--- config.mk ---
export PLATFORM = sky130hd
export DESIGN_NAME = vga_sync_gen
export DESIGN_NICKNAME = d
export VERILOG_FILES = /design/src/rtl/vga_sync_gen.sv
export SDC_FILE = /design/constraint.sdc
export NUM_CORES = 1
export LEC_CHECK = 0
export ABC_CLOCK_PERIOD_IN_PS = 3100
export BUFFER_PORTS_ARGS = -buffer_cell sky130_fd_sc_hd__buf_2
export CAP_MARGIN = 20
export CORE_AREA = 5 5 64 66
export CTS_BUF_LIST = sky130_fd_sc_hd__clkbuf_8 sky130_fd_sc_hd__clkbuf_16
export DETAILED_ROUTE_END_ITERATION = 10
export DIE_AREA = 0 0 69 71
export GPL_ROUTABILITY_DRIVEN = 0
export GPL_TIMING_DRIVEN = 0
export PLACE_DENSITY = 0.72
export REMOVE_ABC_BUFFERS = 1
export SLEW_MARGIN = 20
export SYNTH_ARGS = -nofsm -noshare
export SYNTH_HDL_FRONTEND = slang
export SYNTH_SLANG_ARGS = --single-unit
export TNS_END_PERCENT = 30
--- constraint.sdc ---
create_clock -name CLK -period 3.1 [get_ports CLK]
set_clock_uncertainty 0.15 [all_clocks]
set_input_delay 0.155 -clock CLK [delete_from_list [all_inputs] [get_ports CLK]]
set_output_delay 0.155 -clock CLK [all_outputs]
set_load 0.02 [all_outputs]
--- src/rtl/vga_sync_gen.sv ---
// VGA timing generator: pixel-clock divider, wrapping H/V counters and a registered
// output stage that presents syncs, blanking and DAC colour one pixel behind X_VGA/Y_VGA.
module vga_sync_gen #(
    parameter int CLK_DIV   = 2,
    parameter int H_VISIBLE = 640,
    parameter int H_FRONT   = 16,
    parameter int H_SYNC    = 96,
    parameter int H_BACK    = 48,
    parameter int V_VISIBLE = 480,
    parameter int V_FRONT   = 10,
    parameter int V_SYNC    = 2,
    parameter int V_BACK    = 33
) (
    input  logic       CLK,
    input  logic       reset,
    input  logic       R_IN,
    input  logic       G_IN,
    input  logic       B_IN,
    output logic [9:0] X_VGA,
    output logic [9:0] Y_VGA,
    output logic       PIXEL_EN,
    output logic       VGA_CLK,
    output logic       VGA_HS,
    output logic       VGA_VS,
    output logic       VGA_BLANK_N,
    output logic       VGA_SYNC_N,
    output logic [7:0] VGA_R,
    output logic [7:0] VGA_G,
    output logic [7:0] VGA_B,
    output logic       FRAME_END
);

    localparam int H_TOTAL = H_VISIBLE + H_FRONT + H_SYNC + H_BACK;
    localparam int V_TOTAL = V_VISIBLE + V_FRONT + V_SYNC + V_BACK;
    localparam int DIV_W   = $clog2(CLK_DIV);

    localparam logic [DIV_W-1:0] DIV_LAST = DIV_W'(CLK_DIV - 1);
    localparam logic [DIV_W-1:0] DIV_HALF = DIV_W'(CLK_DIV / 2);
    localparam logic [DIV_W-1:0] DIV_ONE  = DIV_W'(1);

    localparam logic [9:0] H_LAST   = 10'(H_TOTAL - 1);
    localparam logic [9:0] V_LAST   = 10'(V_TOTAL - 1);
    localparam logic [9:0] H_VIS    = 10'(H_VISIBLE);
    localparam logic [9:0] V_VIS    = 10'(V_VISIBLE);
    localparam logic [9:0] HS_START = 10'(H_VISIBLE + H_FRONT);
    localparam logic [9:0] HS_END   = 10'(H_VISIBLE + H_FRONT + H_SYNC);
    localparam logic [9:0] VS_START = 10'(V_VISIBLE + V_FRONT);
    localparam logic [9:0] VS_END   = 10'(V_VISIBLE + V_FRONT + V_SYNC);

    logic [DIV_W-1:0] div;
    logic [DIV_W-1:0] div_next;
    logic             x_last;
    logic             y_last;
    logic             visible;
    logic             hs_active;
    logic             vs_active;

    always_comb begin
        div_next = (div == DIV_LAST) ? '0 : div + DIV_ONE;
    end

    // Strobe and pixel clock are decoded from the next divider value so both leave flops.
    always_ff @(posedge CLK) begin
        if (reset) begin
            div      <= '0;
            PIXEL_EN <= 1'b0;
            VGA_CLK  <= 1'b0;
        end else begin
            div      <= div_next;
            PIXEL_EN <= (div_next == DIV_LAST);
            VGA_CLK  <= (div_next >= DIV_HALF);
        end
    end

    always_comb begin
        x_last    = (X_VGA == H_LAST);
        y_last    = (Y_VGA == V_LAST);
        visible   = (X_VGA < H_VIS) && (Y_VGA < V_VIS);
        hs_active = (X_VGA >= HS_START) && (X_VGA < HS_END);
        vs_active = (Y_VGA >= VS_START) && (Y_VGA < VS_END);
    end

    always_ff @(posedge CLK) begin
        if (reset) begin
            X_VGA <= '0;
            Y_VGA <= '0;
        end else if (PIXEL_EN) begin
            if (x_last) begin
                X_VGA <= '0;
                Y_VGA <= y_last ? '0 : Y_VGA + 10'd1;
            end else begin
                X_VGA <= X_VGA + 10'd1;
            end
        end
    end

    // Colour and syncs are captured from the same coordinate, so they stay mutually aligned.
    always_ff @(posedge CLK) begin
        if (reset) begin
            VGA_HS      <= 1'b1;
            VGA_VS      <= 1'b1;
            VGA_BLANK_N <= 1'b0;
            VGA_R       <= '0;
            VGA_G       <= '0;
            VGA_B       <= '0;
        end else if (PIXEL_EN) begin
            VGA_HS      <= ~hs_active;
            VGA_VS      <= ~vs_active;
            VGA_BLANK_N <= visible;
            VGA_R       <= {8{R_IN & visible}};
            VGA_G       <= {8{G_IN & visible}};
            VGA_B       <= {8{B_IN & visible}};
        end
    end

    assign FRAME_END  = PIXEL_EN & x_last & y_last & ~reset;
    assign VGA_SYNC_N = 1'b0;

endmodule

After elaboration in Yosys (flattened, before gate mapping)
Index checks and enable logic that the tools add are counted.
Word-level totals
  logic and storage cells: 38
  output and inout bits: 51
  input port bits: 5
  register bits after elaboration: 28
Cells by class
  bitwise gates (word level): 9
  reduce and logical (&&, ||, !) cells: 4
  $lt $le $gt $ge: 7
  mux-type cells: 3
  equal/unequal tests: 2
  add/subtract/negate cells: 3
Operator list (count)
  $add 10x1->10 const B: 2
  $eq 10x10->1 const B: 2
  $lt 10x10->1 const B: 2
  $lt 10x9->1 const B: 2
  $mux 10: 2
  $ge 10x10->1 const B: 1
  $ge 10x9->1 const B: 1
  $and 1x1->1: 6
  $logic_and 1x1->1: 3
  $not 1->1: 3
  $reduce_and 2->1: 1
  $add 1x1->1 const B: 1
  $ge 1x1->1 const B: 1
  $mux 1: 1

Depth between registers and ports, before layout
  word-level depth: 4
  depth in mapped cells: 7

Least setup slack after synthesis
OpenSTA, ideal clock, no wires.
  kind: reg-to-reg
  start point: reg X_VGA[0]
  end point: reg Y_VGA[8]
  slack: 0.830 ns
  path buffers: 1
  cell stages (with the launch flop): 7
  arrival time: 2.052 ns
  library setup time: 0.068 ns
  cells stage by stage: dfxtp_1 -> ha_1 -> nand4bb_4 -> buf_6 -> or4_4 -> or3_1 -> a21oi_2
On the way
  word-level cells in the longest chain between the ends: 2
Ends and longest elaborated chain
  start, declared: RTL line 19  | output logic [9:0] X_VGA,
  start signal, assigned: RTL line 92  | X_VGA <= X_VGA + 10'd1;
  $eq 10x10->1: RTL line 76  | x_last = (X_VGA == H_LAST);
  $reduce_and 2->1 (no source line)
  end signal, assigned: RTL line 90  | Y_VGA <= y_last ? '0 : Y_VGA + 10'd1;
  end, declared: RTL line 20  | output logic [9:0] Y_VGA,
No other way between the ends.
A chain may end at the register's enable or synchronous reset.

Worst setup path in the final report
  start point: reg X_VGA[0]
  end point: out FRAME_END
On the way
  word-level cells in the longest chain between the ends: 4
Ends and longest elaborated chain
  $eq 10x10->1: RTL line 76
  $and 1x1->1 (3 in a row): RTL line 116  | assign FRAME_END = PIXEL_EN & x_last & y_last & ~reset;
  end, declared: RTL line 30  | output logic FRAME_END
No other way between the ends.

==> flow_summary.toml <==
[status]
outcome = "finished clean"

[synth]
synth_area_sq_um = 1485
synth_cell_type_count = 34
syn_inst = 171
ys_seq_area_frac = 0.3639
ys_ff_latch = 27
synth_warnings = 0
synth.avg_cell_area_sq_um = 8.685

[timing]
setup_viol = 0
rsz0062_at_grt = "no"
setup_tns_ps = 0
final.period_utilization = 0.7361
tightest_slew_ps = 777.4
fmax_ghz = 0.4382
slew_violations = 0
final_hold_viol_count = 0
min_period_ps = 2282
slew_headroom = 0.4744
setup_ws_ps = 818.1

[worst_setup_path]
endpoint = "FRAME_END"
endpoint_kind = "primary output"
reg2reg_slack_ps = 860
cp-startpoint = "X_VGA[0]"
reg2reg_from = "X_VGA[0]"
arrival_ps = 1980
cp_max_fo = 8
cp_slowest_cell = "or3_1"
worstSetupPathType = "register to primary output"
crit_cells = 5
start_kind = "register"
required_ps = 2790
r2r_cells = 5
r2r_end = "Y_VGA[6]"
critical-path-top-delay-family = "simple AND/OR/NAND/NOR gates"
max_stage_delay_ps = 430
path_buf_inv = 1
worstPathCellList = "ha_1 > nand4bb_4 > or3_1 > nor3_1 > buf_2"

[clock_network]
numClockSinks = 27
cts_buffers = 3
cts-hold-fix-buffers = 4
cts_max_level = 1
clockRootBuffer = "clkbuf_8"
cts_setup_buffers = 0
cts_resized = 0
clk_latency_ps = 270
cts_tree = "yes"
clockBufferDepth = 2
clk_pin_slew_ps = 90

[routing]
ant_nets = 0
avgRoutedWirePerCell_microns = 12.76
firstDrtPassIters = 4
drt_iter0_markers = 82
vias = 1258
wl_mm = 3.202
drc = 0
routed_via_density = 5.012

[cells_and_area]
multi_input_area_sq_um = 708.2
drive_gt1_frac = 0.3054
layout_commonest_cell = "buf_2"
final_cells = 251
final_cell_mix = "54 x buf_2, 27 x dfxtp_1, 18 x nor2_1"
seqCellArea_sq_um = 540.5
syn2layout_area_growth_pct = 13.90
nets = 213
nFillCells = 377
stdcell_area_sq_um = 1692
n_antenna_cell = 0

[job]
cap_viol_max_count = 0

[power]
ir_drop_v = 0.0002139
power.total_mw = 0.6516
powerDensity_nw_per_um2 = 385.2
p_leak_nw = 0.7247

[die]
pin_count = 56
die_x_microns = 69
start_util = 0.4215
coreArea_sq_um = 3523
die-area_sq_um = 4899
fp.dieH_microns = 71
rows = 22

[place]
io_buffers = 54
place_hpwl_mm = 2.408
dpl_worst_slack_ps = 865.1
placed_cells = 243
dpl_cell_area_sq_um = 1602

[global_routing]
grt_usage = 0.1339
grt_max_degree = 18
grt_pass1_vias = 1126
antenna_found_initial = 0
global_route.overflow_total = 0
grt_pass1_wl_mm = 5.492

[worst_hold_path]
min_path_type = "register to register"
==> cell type report <==
class / count / share of cell area
clock inverters: 1 / 0.005178
inverters: 6 / 0.01331
flip-flops and latches: 27 / 0.3195
multi-input cells: 108 / 0.4186
repair buffers: 58 / 0.1834
clock buffers: 3 / 0.02441
well taps: 48 / 0.03550
==> worst min-delay path by stage <==
stage	start	to	cells after the start
6_report	VGA_BLANK_N	VGA_BLANK_N	1
5_1_grt	VGA_BLANK_N	VGA_BLANK_N	1
4_1_cts	VGA_BLANK_N	VGA_BLANK_N	1
3_5_place_dp	R_IN	VGA_R[0]	2
3_3_place_gp	G_IN	VGA_G[0]	2
2_1_floorplan	reset	X_VGA[1]	1
==> layer usage <==
metal	vias to the layer above	GRT usage	share of wire
met5	-	0	0
met4	0	0.04555	0.014
met3	5	0.03551	0.063
met2	37	0.2267	0.49
met1	579	0.1648	0.43
li1	637	-	-
==> stage by stage <==
| step | hold slack [ps] | util |
|---|---|---|
| after floorplan | 74.07 | - |
| after global placement | 215.3 | 0.4545 |
| after detailed placement | 221.1 | 0.4545 |
| after CTS | 308.3 | 0.4801 |
| after global routing | 351.1 | 0.4801 |
| final | 307.3 | 0.4801 |
==> logic make-up (layout without fill, tap and decap cells) <==
| kind of cell | Yosys count | count (layout) | synth area share |
|---|---|---|---|
| AO/OA/AOI/OAI | 15 | 15 | 0.06487 |
| XOR/XNOR | 14 | 14 | 0.08256 |
| adder cells (fa/ha/maj) | 4 | 4 | 0.03370 |
| buffers and inverters | 36 | 68 | 0.1592 |
| flip-flops | 27 | 27 | 0.3639 |
| multiplexers | 1 | 1 | 0.006740 |
| other | 1 | 1 | 0.002525 |
| AND/OR/NAND/NOR | 73 | 73 | 0.2864 |
==> cell usage after synthesis <==
master | n | area share
a21o_1 | 1 | 0.0051
a21oi_1 | 4 | 0.013
a21oi_2 | 1 | 0.0059
a22o_1 | 3 | 0.018
and3_1 | 4 | 0.017
and4_1 | 1 | 0.0059
buf_4 | 23 | 0.12
buf_6 | 2 | 0.015
clkbuf_1 | 5 | 0.013
conb_1 | 1 | 0.0025
dfxtp_1 | 27 | 0.36
ha_1 | 4 | 0.034
inv_1 | 6 | 0.015
mux2i_1 | 1 | 0.0067
nand2_1 | 7 | 0.018
nand2b_1 | 1 | 0.0042
nand3_1 | 6 | 0.020
nand3b_1 | 2 | 0.010
nand4_1 | 10 | 0.042
nand4b_1 | 1 | 0.0059
nand4bb_4 | 1 | 0.019
nor2_1 | 18 | 0.045
nor3_1 | 9 | 0.030
nor4_1 | 4 | 0.017
nor4_2 | 1 | 0.0084
nor4b_1 | 1 | 0.0059
nor4bb_1 | 2 | 0.013
o21ai_0 | 4 | 0.013
o21ai_1 | 1 | 0.0034
o221ai_1 | 1 | 0.0059
or3_1 | 4 | 0.017
or4_4 | 1 | 0.0076
xnor2_1 | 9 | 0.053
xor2_1 | 5 | 0.029
==> flip-flops by register name (all words and copies together), names as in the netlist <==
| name | count |
|---|---|
| VGA_B | 1 |
| VGA_HS | 1 |
| Y_VGA | 10 |
| X_VGA | 10 |
| VGA_CLK | 1 |
| VGA_R | 1 |
| VGA_VS | 1 |
| VGA_BLANK_N | 1 |
| VGA_G | 1 |
==> power breakdown <==
part | internal, mW | switching (mW) | leakage (nW)
clock | 0.0943 | 0.113 | 0.0261
combinational | 0.0273 | 0.0521 | 0.480
sequential | 0.353 | 0.0115 | 0.219
total | 0.475 | 0.177 | 0.725
(Power assumes the default switching activity.)
